**src/rtl/peak_detector.sv**
```systemverilog
// Pulse peak detector for one shaping-filter channel: threshold trigger, peak amplitude/time,
// time-over-threshold and a hold-off window before re-arming.
//
// state      | meaning
// -----------+----------------------------------------------------------
// S_IDLE     | armed, waiting for a sample above threshold
// S_ABOVE    | inside a pulse, tracking maximum and width
// S_WAIT_LOW | pulse hit MAX_WIDTH and was reported, waiting for it to fall
// S_HOLDOFF  | counting consecutive below-threshold samples before re-arm
module peak_detector #(
  parameter int DATA_W    = 16,
  parameter int TS_W      = 32,
  parameter int WIDTH_W   = 8,
  parameter int MAX_WIDTH = 255,
  parameter int HOLDOFF   = 8
) (
  input  logic               clk,
  input  logic               reset,
  input  logic [DATA_W-1:0]  input_data,
  input  logic [DATA_W-1:0]  threshold,
  output logic               peak_valid,
  output logic [DATA_W-1:0]  peak_amplitude,
  output logic [TS_W-1:0]    peak_time,
  output logic [WIDTH_W-1:0] peak_width,
  output logic               too_long,
  output logic               busy
);

  localparam int HW = (HOLDOFF > 0) ? $clog2(HOLDOFF + 1) : 1;
  localparam logic [HW-1:0]      HOLD_LOAD = HW'(HOLDOFF);
  localparam logic [WIDTH_W-1:0] MAXW      = WIDTH_W'(MAX_WIDTH);

  typedef enum logic [1:0] {
    S_IDLE,
    S_ABOVE,
    S_WAIT_LOW,
    S_HOLDOFF
  } state_t;

  state_t state;

  logic [TS_W-1:0]          ts_cnt;
  logic signed [DATA_W-1:0] x_r;
  logic signed [DATA_W-1:0] thr_r;
  logic [TS_W-1:0]          ts_r;

  logic signed [DATA_W-1:0] max_r;
  logic [TS_W-1:0]          tmax_r;
  logic [WIDTH_W-1:0]       width_r;
  logic [HW-1:0]            hold_cnt;

  logic                     above;
  logic                     new_peak;
  logic signed [DATA_W-1:0] max_next;
  logic [TS_W-1:0]          tmax_next;
  logic [WIDTH_W-1:0]       width_inc;

  always_comb begin
    above     = x_r > thr_r;
    new_peak  = x_r > max_r;
    max_next  = new_peak ? x_r : max_r;
    tmax_next = new_peak ? ts_r : tmax_r;
    width_inc = width_r + WIDTH_W'(1);
  end

  assign busy = (state != S_IDLE);

  always_ff @(posedge clk) begin
    if (reset) begin
      state          <= S_IDLE;
      ts_cnt         <= '0;
      x_r            <= '0;
      thr_r          <= '0;
      ts_r           <= '0;
      max_r          <= '0;
      tmax_r         <= '0;
      width_r        <= '0;
      hold_cnt       <= '0;
      peak_valid     <= 1'b0;
      peak_amplitude <= '0;
      peak_time      <= '0;
      peak_width     <= '0;
      too_long       <= 1'b0;
    end else begin
      // stage 1: capture sample, threshold and its timestamp together
      ts_cnt     <= ts_cnt + TS_W'(1);
      x_r        <= input_data;
      thr_r      <= threshold;
      ts_r       <= ts_cnt;
      peak_valid <= 1'b0;

      case (state)
        S_IDLE: begin
          if (above) begin
            max_r   <= x_r;
            tmax_r  <= ts_r;
            width_r <= WIDTH_W'(1);
            if (MAX_WIDTH == 1) begin
              peak_valid     <= 1'b1;
              peak_amplitude <= x_r;
              peak_time      <= ts_r;
              peak_width     <= WIDTH_W'(1);
              too_long       <= 1'b1;
              state          <= S_WAIT_LOW;
            end else begin
              state <= S_ABOVE;
            end
          end
        end

        S_ABOVE: begin
          if (above) begin
            max_r   <= max_next;
            tmax_r  <= tmax_next;
            width_r <= width_inc;
            if (width_inc == MAXW) begin
              peak_valid     <= 1'b1;
              peak_amplitude <= max_next;
              peak_time      <= tmax_next;
              peak_width     <= width_inc;
              too_long       <= 1'b1;
              state          <= S_WAIT_LOW;
            end
          end else begin
            peak_valid     <= 1'b1;
            peak_amplitude <= max_r;
            peak_time      <= tmax_r;
            peak_width     <= width_r;
            too_long       <= 1'b0;
            if (HOLDOFF == 0) begin
              state <= S_IDLE;
            end else begin
              hold_cnt <= HOLD_LOAD;
              state    <= S_HOLDOFF;
            end
          end
        end

        S_WAIT_LOW: begin
          if (!above) begin
            if (HOLDOFF == 0) begin
              state <= S_IDLE;
            end else begin
              hold_cnt <= HOLD_LOAD;
              state    <= S_HOLDOFF;
            end
          end
        end

        S_HOLDOFF: begin
          // a tail bump restarts the quiet window instead of retriggering
          if (above) begin
            hold_cnt <= HOLD_LOAD;
          end else if (hold_cnt <= HW'(1)) begin
            hold_cnt <= '0;
            state    <= S_IDLE;
          end else begin
            hold_cnt <= hold_cnt - HW'(1);
          end
        end

        default: state <= S_IDLE;
      endcase
    end
  end

endmodule
```
**config.mk**
```make
export PLATFORM = sky130hd
export DESIGN_NAME = peak_detector
export DESIGN_NICKNAME = d
export VERILOG_FILES = /design/src/rtl/peak_detector.sv
export SDC_FILE = /design/constraint.sdc
export NUM_CORES = 1
export LEC_CHECK = 0
export CORE_AREA = 4 4 101 199
export CTS_BUF_LIST = sky130_fd_sc_hd__clkbuf_4 sky130_fd_sc_hd__clkbuf_8
export DETAILED_ROUTE_END_ITERATION = 12
export DIE_AREA = 0 0 105 203
export PLACE_DENSITY = 0.76
export SLEW_MARGIN = 40
export SYNTH_ARGS = -nofsm -noshare
export SYNTH_HDL_FRONTEND = slang
export SYNTH_SLANG_ARGS = --single-unit
```
**constraint.sdc**
```tcl
create_clock -name clk -period 2.93 [get_ports clk]
set_input_delay 0.4395 -clock clk [delete_from_list [all_inputs] [get_ports clk]]
set_output_delay 0.4395 -clock clk [all_outputs]
set_load 0.005 [all_outputs]
```
==> results of run 1 <==
## timing repair
action	4_1_cts	5_1_grt
endpoints found under the hold margin	0	0
gates resized for setup	0	5
hold buffers	0	0
endpoints found under the setup margin	0	88
## routing by layer
| layer | up-vias | GRT usage [%] |
|---|---|---|
| met2 | 168 | 42.3 |
| met4 | 0 | 10.6 |
| li1 | 4160 | - |
| met5 | - | 0 |
| met3 | 62 | 2.16 |
| met1 | 4014 | 25.5 |
## state kept, by name, summed over array words and instances, names as in the netlist
| name | flops |
|---|---|
| hold_cnt | 4 |
| max_r | 16 |
| peak_amplitude | 16 |
| peak_time | 32 |
| peak_valid | 1 |
| peak_width | 8 |
| state | 2 |
| thr_r | 16 |
| tmax_r | 32 |
| too_long | 1 |
| ts_cnt | 32 |
| ts_r | 32 |
| width_r | 8 |
| x_r | 16 |
## power groups by stage
stage                     logic (mW)  clock network [mW]  registers, mW
final                           2.32                2.37           3.21
after global routing            2.52                2.54           3.23
after CTS                       2.26                2.42           3.21
after detailed placement        2.26                   0           3.27
after global placement          2.21                   0           3.27
after floorplan                 1.50                   0           3.24
## stage by stage
| step | TNS [ns] | setup slack, ns | util [%] |
|---|---|---|---|
| detailed placement | 0 | 0.0718 | 61.1 |
| global placement | 0 | 0.129 | 61.1 |
| CTS | 0 | 0.0260 | 64.3 |
| floorplan | 0 | 0.371 | - |
| global route | -0.0729 | -0.0201 | 64.5 |
| finish | 0 | 0.116 | 64.5 |
## kinds of logic after synthesis
family	after synthesis	synth area share (%)
xor gates and xnor gates	26	2.25
and+or+nand+nor	457	26.4
buffers and inverters	131	5.51
adders and majority gates	42	5.19
muxes	51	5.04
DFF	216	42.7
AOI/OAI and AO/OA	188	12.9
## placed cells by master (no fill, tap or decap), types with 38 or more instances in the layout
cell type        Yosys  final
dfxtp_1            216    215
nand3_1            121    121
nor2b_1            113    113
clkdlybuf4s50_1      0     91
mux2i_1             51     51
a31oi_1             49     49
o2bb2ai_1           48     48
nor2_1              47     46
inv_1               44     44
ha_1                42     42
and3_1              38     38
## area by class of cell
cell class                 instances  area, um2
multi-input combinational        764       5310
timing repair buffer             129       1360
sequential                       216       4330
clock inverter                     4       23.8
fill                            1547       6620
clock buffer                      46        577
tap                              219        274
inverter                          45        169
## worst max path at each step
stage | cells past startpoint | endpoint | slack, ns
finish | 10 | width_r[1] | 0.12
floorplan | 11 | peak_time[10] | 0.37
CTS | 10 | peak_amplitude[7] | 0.03
global route | 10 | tmax_r[18] | -0.02
global placement | 10 | peak_time[23] | 0.13
detailed placement | 10 | peak_amplitude[7] | 0.07
==> reports/metrics.yaml, run 1 <==
synth.most_common_cell: "dfxtp_1"
syn_nets: 1187
clock-sinks: 216
drv_slew: 0
netlist_instances: 1111
fmax_mhz: 355
path_delay_family: "simple AND/OR/NAND/NOR gates"
max_slew_margin_pct: 46.6
period_share_pct: 96.0
synth_seq_area_share_pct: 42.7
coreArea_um2: 18700
r2r_start: "x_r[12]"
crit_required_ns: 3.37
drt-pass1-iter-count: 4
wirelength_mm: 24.6
synth_edf_count: 0
holdCritStartpoint: "reset"
clock_power_share_pct: 30.0
cts.clk_slew.worst_paths_ns: 0.07
holdPathEnd: "ts_cnt[12]"
wl_met2_mm: 13.2
n_antenna_cell: 0
fin_nets: 1263
die_w_um: 105
slowest_stage: "or4b_4"
p_sw_share_pct: 33.6
drtIter0Drc: 374
cts.path.max_buffers: 3
vdd_ir_drop_max_v: 0.000392
hp-class: "input pin to flip-flop"
start_util_pct: 54.3
p_per_area_nw_per_um2: 656
seqPwrFrac_pct: 40.6
r2r_cells: 10
insertion_delay_ns: 0.56
slowest_delay_ns: 0.54
io_buffer_count: 92
rr_endpoint: "width_r[1]"
drtAntennaViolNets: 0
dp_hpwl_mm: 16.4
power.switching_mw: 2.65
maxCapViolCount: 0
drive_above_1_share_pct: 10.9
crit_type: "flip-flop to flip-flop"
dp_cells: 1372
ys.flop_type: "dfxtp_1"
grt_pass1_wl_mm: 40.6
drc_errors: 0
yosysWarnings: 0
tightest_slew_ns: 0.801
path_buf_inv: 2
hold_ws_ns: 0.396
wl_per_cell_um: 17.3
hold_viol: 0
fin_skew_ns: 0.0155
finalSetupViolCount: 0
hold_path_depth: 2
numCtsBuffers: 31
path_cells: "ha_1, nand3_1, o22ai_1, or4b_4, o31a_2, buf_12, buf_4, nand2_1, a2bb2oi_1, nor2_1"
routed_via_density: 5.91
cts-root-buf: "clkbuf_8"
yosysTopAreaCell: "dfxtp_1"
cp_max_fo: 29
htreeDepth: 1
finalCriticalPeriod_ns: 2.81
die_y_um: 203
grt_overflow: 0
ys_top_cells_by_count: "dfxtp_1, nand3_1, nor2b_1"
cts_tree: "yes"
syn2layout_area_growth_pct: 18.8
leakage_nw: 4.76
power_frac_comb_pct: 29.4
grt_pass1_vias: 8401
ios: 93
place_area_um2: 11400
avgSynthCellArea_um2: 9.12
regToRegSetupSlack_ns: 0.12
grt_max_degree: 114
p_int_mw: 5.25
worstSetupEndpointType: "flip-flop"
post_cts_buffers: 0
dieArea_um2: 21300
start_kind: "flip-flop"
place_congestion: 0.815
synth_top_area_share_pct: 42.7
arrival_ns: 3.26
dr_total_vias: 8404
yosys.cell_types.count: 63
fin_area_um2: 12000
synth_area_leaders: "dfxtp_1, nor2b_1, nand3_1"
yosys_register_bits: 216
crit_start: "x_r[12]"
async_reset_ff_share_pct: 0
synthesis.area_um2: 10100
dr_wl_met3_um: 683
rows: 71
final_cells: 1423
grtUsageTotal_pct: 22.7
met1_length_mm: 9.75
antenna_found_initial: 0
top_layer: "met4"
status: "completed"
power_mw: 7.90
No activity file was read; power rests on OpenSTA's default activity.
==> run 2, diff against run 1 <==
Settings changed: CTS_CLUSTER_SIZE set to 20, REMOVE_ABC_BUFFERS set to 1.
==> run 2 against run 1 <==
Power is 3.6% higher. Combinational power is 5% higher. Via count is 1.5% higher. Hold slack better by 0.028 ns. Clock-buffer cell count is 2 lower. Critical path type unchanged. Largest cell class unchanged.
==> reports/metrics.yaml, run 2 (synthesized netlist as in run 1, its figures left out) <==
status: "completed"
cp_max_fo: 14
hold_ws_ns: 0.424
path_delay_family: "compound AO/OA/AOI/OAI gates"
antenna_found_initial: 0
fin_skew_ns: 0.0148
grt_max_degree: 122
dp_hpwl_mm: 15.8
setup_tns_ns: 0
cp_common_cell: "buf_4"
ios: 93
drc_errors: 0
arrival_ns: 3.38
dr_total_vias: 8530
maxCapViolCount: 0
grtUsageTotal_pct: 22.2
start_util_pct: 54.3
tightest_slew_ns: 0.790
finalSetupViolCount: 0
routed_via_density: 5.92
max_slew_margin_pct: 47.3
cts.path.max_buffers: 3
rows: 71
period_share_pct: 98.6
p_per_area_nw_per_um2: 664
cts-root-buf: "clkbuf_8"
insertion_delay_ns: 0.57
worstSetupEndpointType: "flip-flop"
die_w_um: 105
dieArea_um2: 21300
numCtsBuffers: 31
fin_nets: 1275
drtAntennaViolNets: 0
hp-class: "input pin to flip-flop"
slowest_stage: "dfxtp_1"
grt_overflow: 0
hold_viol: 0
fillers: 1552
final_common_cell: "dfxtp_1"
grt_pass1_vias: 8383
wirelength_mm: 24.9
vdd_ir_drop_max_v: 0.000557
die_y_um: 203
io_buffer_count: 92
cts_tree: "yes"
leakage_nw: 4.88
start_kind: "flip-flop"
path_buf_inv: 6
path_cells: "buf_4, ha_1, nand4_1, a211o_1, a211oi_2, buf_4, o31ai_4, buf_6, buf_8, o21a_4, nor2_4, buf_12, clkbuf_16, o2bb2ai_1"
drv_slew: 0
crit_required_ns: 3.42
n_antenna_cell: 0
drive_above_1_share_pct: 12.8
place_congestion: 0.831
crit_type: "flip-flop to flip-flop"
htreeDepth: 1
fmax_mhz: 346
syn2layout_area_growth_pct: 21.6
cts.clk_slew.worst_paths_ns: 0.07
fin_area_um2: 12300
finalCriticalPeriod_ns: 2.89
grt_pass1_wl_mm: 39.9
drtIter0Drc: 407
wl_per_cell_um: 17.3
coreArea_um2: 18700
clock-sinks: 216
place_area_um2: 11400
rsz0062_at_grt: "yes"
final_cell_mix: "dfxtp_1, nand3_1, nor2b_1"
slowest_delay_ns: 0.33
drt-pass1-iter-count: 5
==> run 2: changes by cell type in the layout (fill, tap and decap cells not counted), moves of 2 or more <==
cell / delta
clkbuf_4: -6
a21oi_1: -2
ha_4: +3
clkbuf_8: +5
buf_4: +6
clkinvlp_4: +2
clkbuf_16: +2
dfxtp_2: +3
dfxtp_1: -3
clkinv_2: +6
a21oi_2: +2
ha_1: -4
==> run 2: metal layers <==
| metal | global-route usage (%) | share of wire (%) | vias to the layer above |
|---|---|---|---|
| met5 | 0 | 0 | - |
| met4 | 9.62 | 3.1 | 0 |
| met3 | 3.09 | 4.3 | 59 |
| li1 | - | - | 4186 |
| met1 | 25.3 | 40 | 4080 |
| met2 | 40.6 | 53 | 205 |
==> run 2: through the flow <==
step                setup slack (ns)  util, %  instances  power [mW]
global placement              0.0828     61.2       1376        5.49
CTS                           0.0480     64.8       1432        8.10
floorplan                      -2.13        -       1025        4.55
finish                        0.0424     66.1       1441        8.18
detailed placement            0.0840     61.2       1376        5.54
global route                 -0.0826     66.1       1441        8.60
==> run 2: worst paths after layout <==
path | start | endpoint | slack, ns | cells past startpoint
worst max-delay path | x_r[9] | peak_time[28] | 0.04 | 14
worst min-delay path | input_data[14] | x_r[14] | 0.42 | 2
worst max register to register | x_r[9] | peak_time[28] | 0.04 | 14
worst min register to register | ts_cnt[0] | ts_cnt[0] | 0.46 | 1
==> run 2: repair_timing <==
action	in CTS	in global routing
setup buffers	0	5
gates resized for setup	0	17
hold buffers	0	0
endpoints found under the setup margin	0	89
==> run 2: cell type report <==
class,count,area (um2),share of cell area [%]
sequential,216,4330,35.1
multi-input combinational,764,5360,43.5
clock inverter,12,90.1,0.731
tap,219,274,2.22
timing repair buffer,141,1510,12.3
inverter,45,169,1.37
clock buffer,44,587,4.76
==> run 2: power by group <==
part | internal (mW) | leakage [nW] | switching, mW | total [mW]
Sequential | 3.09 | 1.75 | 0.114 | 3.21
Clock | 1.38 | 0.358 | 1.16 | 2.55
Combinational | 0.991 | 2.77 | 1.44 | 2.43
Total | 5.47 | 4.88 | 2.71 | 8.18
==> run 3, diff against run 2 <==
Settings changed: SETUP_SLACK_MARGIN set to 0.15, SLEW_MARGIN 40 to 15.
==> run 3 against run 2 <==
Die area unchanged. Sequential cell count unchanged. Non-clock buffer count is 52 higher. Sequential share of layout area decreased by 3.3 points.
==> reports/metrics.yaml, run 3 (synthesized netlist as in run 1, its figures left out) <==
place_congestion: 0.831
worstSetupEndpointType: "flip-flop"
io_buffer_count: 92
final_common_cell: "dfxtp_1"
finalCriticalPeriod_ns: 2.89
htreeDepth: 1
tightest_slew_ns: 0.949
dr_total_vias: 9162
drtAntennaViolNets: 0
place_ws_ns: 0.0840
drv_slew: 0
max_slew_margin_pct: 36.7
hp-class: "input pin to flip-flop"
die_w_um: 105
numCtsBuffers: 31
arrival_ns: 3.36
routed_via_density: 6.13
cp_max_fo: 6
clock-sinks: 216
grt_pass1_vias: 8531
drtIter0Drc: 517
drive_above_1_share_pct: 23.2
antenna_found_initial: 0
start_util_pct: 54.3
final_cell_mix: "dfxtp_1, nor2b_1, nand3_1"
wirelength_mm: 29.8
fmax_mhz: 346
insertion_delay_ns: 0.58
grt_overflow: 0
place_area_um2: 11400
fin_skew_ns: 0.0231
utilization_pct: 73.4
maxCapViolCount: 0
hold_viol: 0
cts_hold_buf: 0
postLayoutSetupSlackWorst_ns: 0.0412
grt_max_degree: 122
fin_nets: 1328
dp_hpwl_mm: 15.8
drt-pass1-iter-count: 5
cts.path.max_buffers: 3
start_kind: "flip-flop"
cts_tree: "yes"
leakage_nw: 5.44
grtUsageTotal_pct: 23.4
syn2layout_area_growth_pct: 35.1
wl_per_cell_um: 19.9
grt_pass1_wl_mm: 41.5
drc_errors: 0
ios: 93
finalSetupViolCount: 0
die_y_um: 203
power_mw: 9.28
period_share_pct: 98.6
status: "completed"
rsz0062_at_grt: "yes"
crit_type: "flip-flop to flip-flop"
fin_area_um2: 13700
n_antenna_cell: 0
crit_required_ns: 3.40
coreArea_um2: 18700
vdd_ir_drop_max_v: 0.000601
cts-root-buf: "clkbuf_8"
dp_cells: 1376
rows: 71
p_per_area_nw_per_um2: 678
final_cells: 1494
dieArea_um2: 21300
cts.clk_slew.worst_paths_ns: 0.07
run 3: worst max-delay path, stage by stage, from the launching register on:
cell and delay, ns:
dfxtp_2 0.36, ha_1 0.32, nand3_2 0.08, o22ai_1 0.10
or4b_4 0.56, o31ai_4 0.34, buf_4 0.17, a21o_4 0.19
buf_12 0.17, buf_12 0.13, mux2i_1 0.26, o2bb2ai_1 0.10
run 3: final timing paths:
check	from	to	slack, ns	depth (start not counted)
setup / recovery	x_r[12]	peak_time[21]	0.04	11
hold / removal	reset	thr_r[4]	0.38	2
setup reg to reg	x_r[12]	peak_time[21]	0.04	11
hold reg to reg	ts_cnt[0]	ts_cnt[0]	0.46	1
run 3: power breakdown:
group / internal, mW / switching [mW] / total [mW]
Combinational: 1.63 / 1.85 / 3.48
Sequential: 3.10 / 0.123 / 3.22
Clock: 1.38 / 1.19 / 2.58
Total: 6.11 / 3.16 / 9.28
run 3: area by class of cell:
cell class                 count  area (um2)
multi-input combinational    765        5930
inverter                      45         169
clock buffer                  44         587
fill                        1273        4970
sequential                   216        4360
timing repair buffer         193        2280
tap                          219         274
clock inverter                12        90.1
run 3: layer usage:
| metal | global-route usage (%) | vias to the layer above | part of all wire (%) | routed length [um] |
|---|---|---|---|---|
| li1 | - | 4308 | - | - |
| met1 | 25.8 | 4416 | 37 | 11100 |
| met2 | 43.4 | 332 | 52 | 15500 |
| met3 | 3.37 | 106 | 4.7 | 1390 |
| met4 | 11.3 | 0 | 5.9 | 1770 |
| met5 | 0 | - | 0 | 0 |
run 3: metrics by stage:
stage	hold WS [ns]	setup TNS, ns
4_1_cts	0.386	0
3_3_place_gp	0.438	0
6_report	0.375	0
5_1_grt	0.389	-0.0478
2_1_floorplan	0.426	-176.06
3_5_place_dp	0.445	0
run 3: repair_timing:
item                                    CTS  global route
cloned                                    5            20
buffers inserted                         10            27
endpoints found under the setup margin   77           117
pin swaps                                 2            36
resized for setup                        19           134
hold endpoints to repair                  0             0
